==> src/rtl/pipeline_hazard_ctrl.sv <==
// Pipeline sequencing controller: PC / IF-ID / ID-EX control for load-use stalls,
// taken-branch flushes and multi-cycle mul/div stalls.
module pipeline_hazard_ctrl #(
    parameter int REG_W     = 4,
    parameter int FLUSH_CYC = 2,
    parameter int MD_LAT    = 4
) (
    input  logic             clk,
    input  logic             rst,
    input  logic             id_valid,
    input  logic [REG_W-1:0] id_rs,
    input  logic [REG_W-1:0] id_rt,
    input  logic             id_uses_rt,
    input  logic             id_is_md,
    input  logic             ex_memread,
    input  logic [REG_W-1:0] ex_rd,
    input  logic             ex_branch_taken,
    output logic             pc_we,
    output logic             ifid_we,
    output logic             ifid_flush_n,
    output logic             idex_bubble,
    output logic             md_start,
    output logic             md_done,
    output logic [15:0]      stall_cnt
);

    typedef enum logic [1:0] {
        S_RUN      = 2'd0,
        S_BR_FLUSH = 2'd1,
        S_MD_WAIT  = 2'd2
    } state_t;

    localparam logic [15:0] FLUSH_LOAD = 16'(FLUSH_CYC - 1);
    localparam logic [15:0] MD_LOAD    = 16'(MD_LAT - 1);

    state_t      state_q, state_d;
    logic [15:0] cnt_q, cnt_d;
    logic        md_served_q, md_served_d;
    logic [15:0] stall_cnt_q, stall_cnt_d;
    logic        load_use;

    assign load_use = ex_memread && (ex_rd != '0) && id_valid &&
                      ((ex_rd == id_rs) || (id_uses_rt && (ex_rd == id_rt)));

    always_comb begin
        pc_we        = 1'b1;
        ifid_we      = 1'b1;
        ifid_flush_n = 1'b1;
        idex_bubble  = 1'b0;
        md_start     = 1'b0;
        md_done      = 1'b0;
        state_d      = state_q;
        cnt_d        = cnt_q;
        md_served_d  = md_served_q;

        unique case (state_q)
            S_RUN: begin
                if (ex_branch_taken) begin
                    ifid_flush_n = 1'b0;
                    idex_bubble  = 1'b1;
                    if (FLUSH_CYC > 1) begin
                        cnt_d   = FLUSH_LOAD;
                        state_d = S_BR_FLUSH;
                    end
                end else if (id_valid && id_is_md && !md_served_q) begin
                    md_start    = 1'b1;
                    pc_we       = 1'b0;
                    ifid_we     = 1'b0;
                    idex_bubble = 1'b1;
                    cnt_d       = MD_LOAD;
                    state_d     = S_MD_WAIT;
                end else if (load_use) begin
                    pc_we       = 1'b0;
                    ifid_we     = 1'b0;
                    idex_bubble = 1'b1;
                end
                // The served flag only protects the mul/div still sitting in ID.
                if (ifid_we) md_served_d = 1'b0;
            end
            S_BR_FLUSH: begin
                ifid_flush_n = 1'b0;
                idex_bubble  = 1'b1;
                if (cnt_q == 16'd1) state_d = S_RUN;
                else                cnt_d   = cnt_q - 16'd1;
            end
            S_MD_WAIT: begin
                pc_we       = 1'b0;
                ifid_we     = 1'b0;
                idex_bubble = 1'b1;
                if (cnt_q == 16'd1) begin
                    md_done     = 1'b1;
                    md_served_d = 1'b1;
                    state_d     = S_RUN;
                end else begin
                    cnt_d = cnt_q - 16'd1;
                end
            end
            default: state_d = S_RUN;
        endcase

        stall_cnt_d = stall_cnt_q;
        if (!pc_we && (stall_cnt_q != 16'hFFFF)) stall_cnt_d = stall_cnt_q + 16'd1;

        if (rst) begin
            pc_we        = 1'b0;
            ifid_we      = 1'b0;
            ifid_flush_n = 1'b0;
            idex_bubble  = 1'b1;
            md_start     = 1'b0;
            md_done      = 1'b0;
        end
    end

    always_ff @(posedge clk or posedge rst) begin
        if (rst) begin
            state_q     <= S_RUN;
            cnt_q       <= '0;
            md_served_q <= 1'b0;
            stall_cnt_q <= '0;
        end else begin
            state_q     <= state_d;
            cnt_q       <= cnt_d;
            md_served_q <= md_served_d;
            stall_cnt_q <= stall_cnt_d;
        end
    end

    assign stall_cnt = stall_cnt_q;

endmodule

==> config.mk <==
export PLATFORM = sky130hd
export DESIGN_NAME = pipeline_hazard_ctrl
export DESIGN_NICKNAME = d
export VERILOG_FILES = /design/src/rtl/pipeline_hazard_ctrl.sv
export SDC_FILE = /design/constraint.sdc
export NUM_CORES = 1
export LEC_CHECK = 0
export BUFFER_PORTS_ARGS = -buffer_cell sky130_fd_sc_hd__buf_2
export CORE_ASPECT_RATIO = 0.8
export CORE_MARGIN = 2
export CORE_UTILIZATION = 50
export CTS_BUF_LIST = sky130_fd_sc_hd__clkbuf_8
export CTS_CLUSTER_DIAMETER = 30
export CTS_CLUSTER_SIZE = 16
export DETAILED_ROUTE_END_ITERATION = 12
export GPL_TIMING_DRIVEN = 0
export PLACE_DENSITY = 0.76
export SYNTH_ARGS = -nofsm -noshare
export SYNTH_HDL_FRONTEND = slang
export SYNTH_SLANG_ARGS = --single-unit
==> constraint.sdc <==
create_clock -name clk -period 2 [get_ports clk]
set_input_delay 0.2 -clock clk [delete_from_list [all_inputs] [get_ports clk]]
set_output_delay 0.2 -clock clk [all_outputs]
set_load 0.03 [all_outputs]
==> impl_metrics.yaml <==
global_route:
  grt_pass1_wl_mm: 8.81
  grt.total_usage: 0.246
  grt_max_degree: 24
  grt_pass1_vias: 1820
  antenna_found_initial: 0
  globalRouteOverflowTotal: 0
setup_path:
  endpoint_kind: "output pin"
  reg2reg_depth: 8
  crit_slowest_cell: "or4_4"
  required_ps: 1800
  max_stage_delay_ps: 540
  startpoint_type: "flip-flop"
  rr_endpoint: "cnt_q[5]$_DFFE_PP0P_"
  worstPathArrival_ps: 2330
  cp_cell_sequence: "or4_4 -> or4_4 -> or2_4 -> nor3b_4 -> buf_6"
  cp_common_cell: "or4_4"
  critPathKind: "flip-flop to output pin"
  r2r_slack_ps: -410
  reg2reg_from: "cnt_q[5]$_DFFE_PP0P_"
  crit_fanout: 2
logic_synthesis:
  synth_cell_types: 43
  synth_cells: 212
  synth_nets: 238
  synth-seq-area-share: 0.422
  synth-simple-area-share: 0.212
  synth-async-reset-ratio: 1.00
  synth-xor-area-share: 0.148
  synthAdderAreaFrac: 0.0422
  synthMuxAreaShare: 0.0103
  yosysWarnings: 0
  avgSynthCellArea_sq_um: 9.78
  synth_area_sq_um: 2070
  synth-compound-area-share: 0.130
  synth-seq-cells: 35
  synth_edf_count: 0
  synth_top_family_by_area: "simple AND/OR/NAND/NOR gates"
  ys.flop_type: "dfrtp_1"
place:
  place_congestion: 0.751
  io_buffers: 40
  place_hpwl_mm: 3.20
  dp_worst_setup_slack_ps: -324
  place_inst: 308
cells_and_area:
  nFillCells: 216
  finalNetCount: 325
  layoutNonFillerInstCount: 354
  diodes: 0
  syn_to_final_growth_pct: 49.0
  drive_above_1_share: 0.478
timing:
  skew_ps: 9.87
  fmax_ghz: 0.395
  rsz0062_at_grt: "true"
  tightest_slew_ps: 677
  maxSlewHeadroom: 0.548
  setup_ws_ps: -534
  holdWs_ps: 40.7
  slew_violations: 0
  finalSetupTns_ps: -6460
  hold_viol: 0
  period_needed_ps: 2530
  period_share: 1.27
  setup_violations: 20
routing:
  post-route-drc-count: 0
  routed_wl_mm: 6.18
  drt-initial-drc-count: 168
  postRouteAntennaNets: 0
  via_count: 2017
  firstDrtPassIters: 5
  wire_per_inst_microns: 17.5
  viasPerCell: 5.70
power_and_ir_drop:
  p_leak_uw: 0.00134
  p_total_uw: 5260
  peakVddDrop_v: 0.00104
  p_per_area_nw_per_um2: 1700
clocking:
  worstSkewPairLatency_ps: 300
  cts_sinks: 35
  path_clk_slew_ps: 70
  numCtsBuffers: 5
  cts-root-buf: "clkbuf_8"
  clock_path_buffers: 2
  tritoncts: "done"
  htree_levels: 2
die:
  ios: 41
  initial_core_util: 0.535
  die_area_sq_um: 4680
  core_sq_um: 3880
  fp.dieW_microns: 76.0
  die_y_microns: 61.6
  rows: 20
worst_hold_path:
  min_path_type: "input pin to async pin"
run_status:
  violations: "negative setup slack"
  status: "finished, violations left"
job:
  drv_cap: 0
[worst max path at each step]
| stage | cells after the start | to | start |
|---|---|---|---|
| 2_1_floorplan | 4 | md_done | cnt_q[3]$_DFFE_PP0P_ |
| 3_3_place_gp | 5 | pc_we | rst |
| 3_5_place_dp | 7 | cnt_q[12]$_DFFE_PP0P_ | cnt_q[9]$_DFFE_PP0P_ |
| 4_1_cts | 5 | md_done | cnt_q[11]$_DFFE_PP0P_ |
| 5_1_grt | 5 | md_done | cnt_q[5]$_DFFE_PP0P_ |
| 6_report | 5 | md_done | cnt_q[5]$_DFFE_PP0P_ |
[registers in the layout, summed over array words and instances (netlist names)]
name,cells
state_q,2
cnt_q,16
stall_cnt,16
md_served_q,1
[timing repair]
item / 4_1_cts / 5_1_grt
gates cloned: 1 / 0
setup endpoints to repair: 36 / 37
hold buffers: 0 / 0
pin swaps: 22 / 27
endpoints found under the hold margin: 0 / 0
resized for setup: 42 / 25
setup buffers: 23 / 16
[cells by family (layout without fill, tap and decap cells)]
kind of cell | after synthesis | in the layout
DFF | 35 | 35
and+or+nand+nor | 80 | 80
muxes | 2 | 2
AOI/OAI and AO/OA | 37 | 37
xor gates and xnor gates | 35 | 35
buffers and inverters | 16 | 103
adders and majority gates | 7 | 7
[final cells by class]
type	count	area, sq um	area share
Buffer	6	60.1	0.0194
Clock buffer	6	82.6	0.0267
Clock inverter	1	5.00	0.00162
Inverter	9	33.8	0.0109
Multi-Input combinational cell	161	1380	0.448
Sequential cell	35	878	0.284
Tap cell	55	68.8	0.0223
Timing Repair Buffer	81	577	0.187
[cells in the final DEF (no fill, tap or decap), types with 6 or more instances in the layout]
| cell type | netlist | routed |
|---|---|---|
| buf_2 | 2 | 37 |
| buf_4 | 1 | 33 |
| dfrtp_1 | 35 | 33 |
| xor2_1 | 23 | 23 |
| nor2_1 | 18 | 16 |
| buf_6 | 1 | 14 |
| nand2_1 | 15 | 13 |
| xnor2_1 | 12 | 12 |
| a211oi_1 | 8 | 8 |
| nand4_1 | 6 | 6 |
| clkbuf_8 | 0 | 6 |
[critical path, delay by kind of cell (launching register included)]
family | cells | cell delay, ps
buf+inv | 1 | 160
flops | 1 | 390
simple gates | 4 | 1490
[synth_stat cells, types with 2 or more instances]
| library cell | number | area (sq um) |
|---|---|---|
| a2111oi_0 | 6 | 52.6 |
| a211oi_1 | 8 | 60.1 |
| a21oi_1 | 8 | 40.0 |
| and3_1 | 4 | 25.0 |
| buf_2 | 2 | 10.0 |
| clkbuf_1 | 3 | 11.3 |
| dfrtp_1 | 35 | 876 |
| ha_1 | 7 | 87.6 |
| inv_1 | 9 | 33.8 |
| nand2_1 | 15 | 56.3 |
| nand2b_1 | 3 | 18.8 |
| nand3_1 | 6 | 30.0 |
| nand3b_1 | 2 | 15.0 |
| nand4_1 | 6 | 37.5 |
| nor2_1 | 18 | 67.6 |
| nor3_1 | 6 | 30.0 |
| nor4_1 | 3 | 18.8 |
| o21ai_0 | 5 | 25.0 |
| o22a_1 | 2 | 17.5 |
| or2_2 | 3 | 18.8 |
| or3_1 | 3 | 18.8 |
| or4_1 | 2 | 15.0 |
| or4_4 | 3 | 33.8 |
| xnor2_1 | 12 | 105 |
| xor2_1 | 23 | 201 |
[routing by layer]
| metal | wire length (microns) | track usage | share of wire | up-vias |
|---|---|---|---|---|
| met5 | 0 | 0 | 0 | - |
| met1 | 2600 | 0.307 | 0.42 | 997 |
| li1 | - | - | - | 930 |
| met3 | 355 | 0.0674 | 0.057 | 10 |
| met4 | 130 | 0.101 | 0.021 | 0 |
| met2 | 3100 | 0.420 | 0.50 | 80 |
[metrics by stage]
step | instance area [sq um] | util
floorplan | 2150 | -
global placement | 2420 | 0.623
detailed placement | 2440 | 0.630
CTS | 2870 | 0.741
global route | 3090 | 0.796
finish | 3090 | 0.796
[report_power, final]
part	internal [uW]	switching, uW
clock	270	271
combinational	1610	1870
sequential	961	271
total	2850	2410
Note: power is estimated with default switching activity, not from simulation.
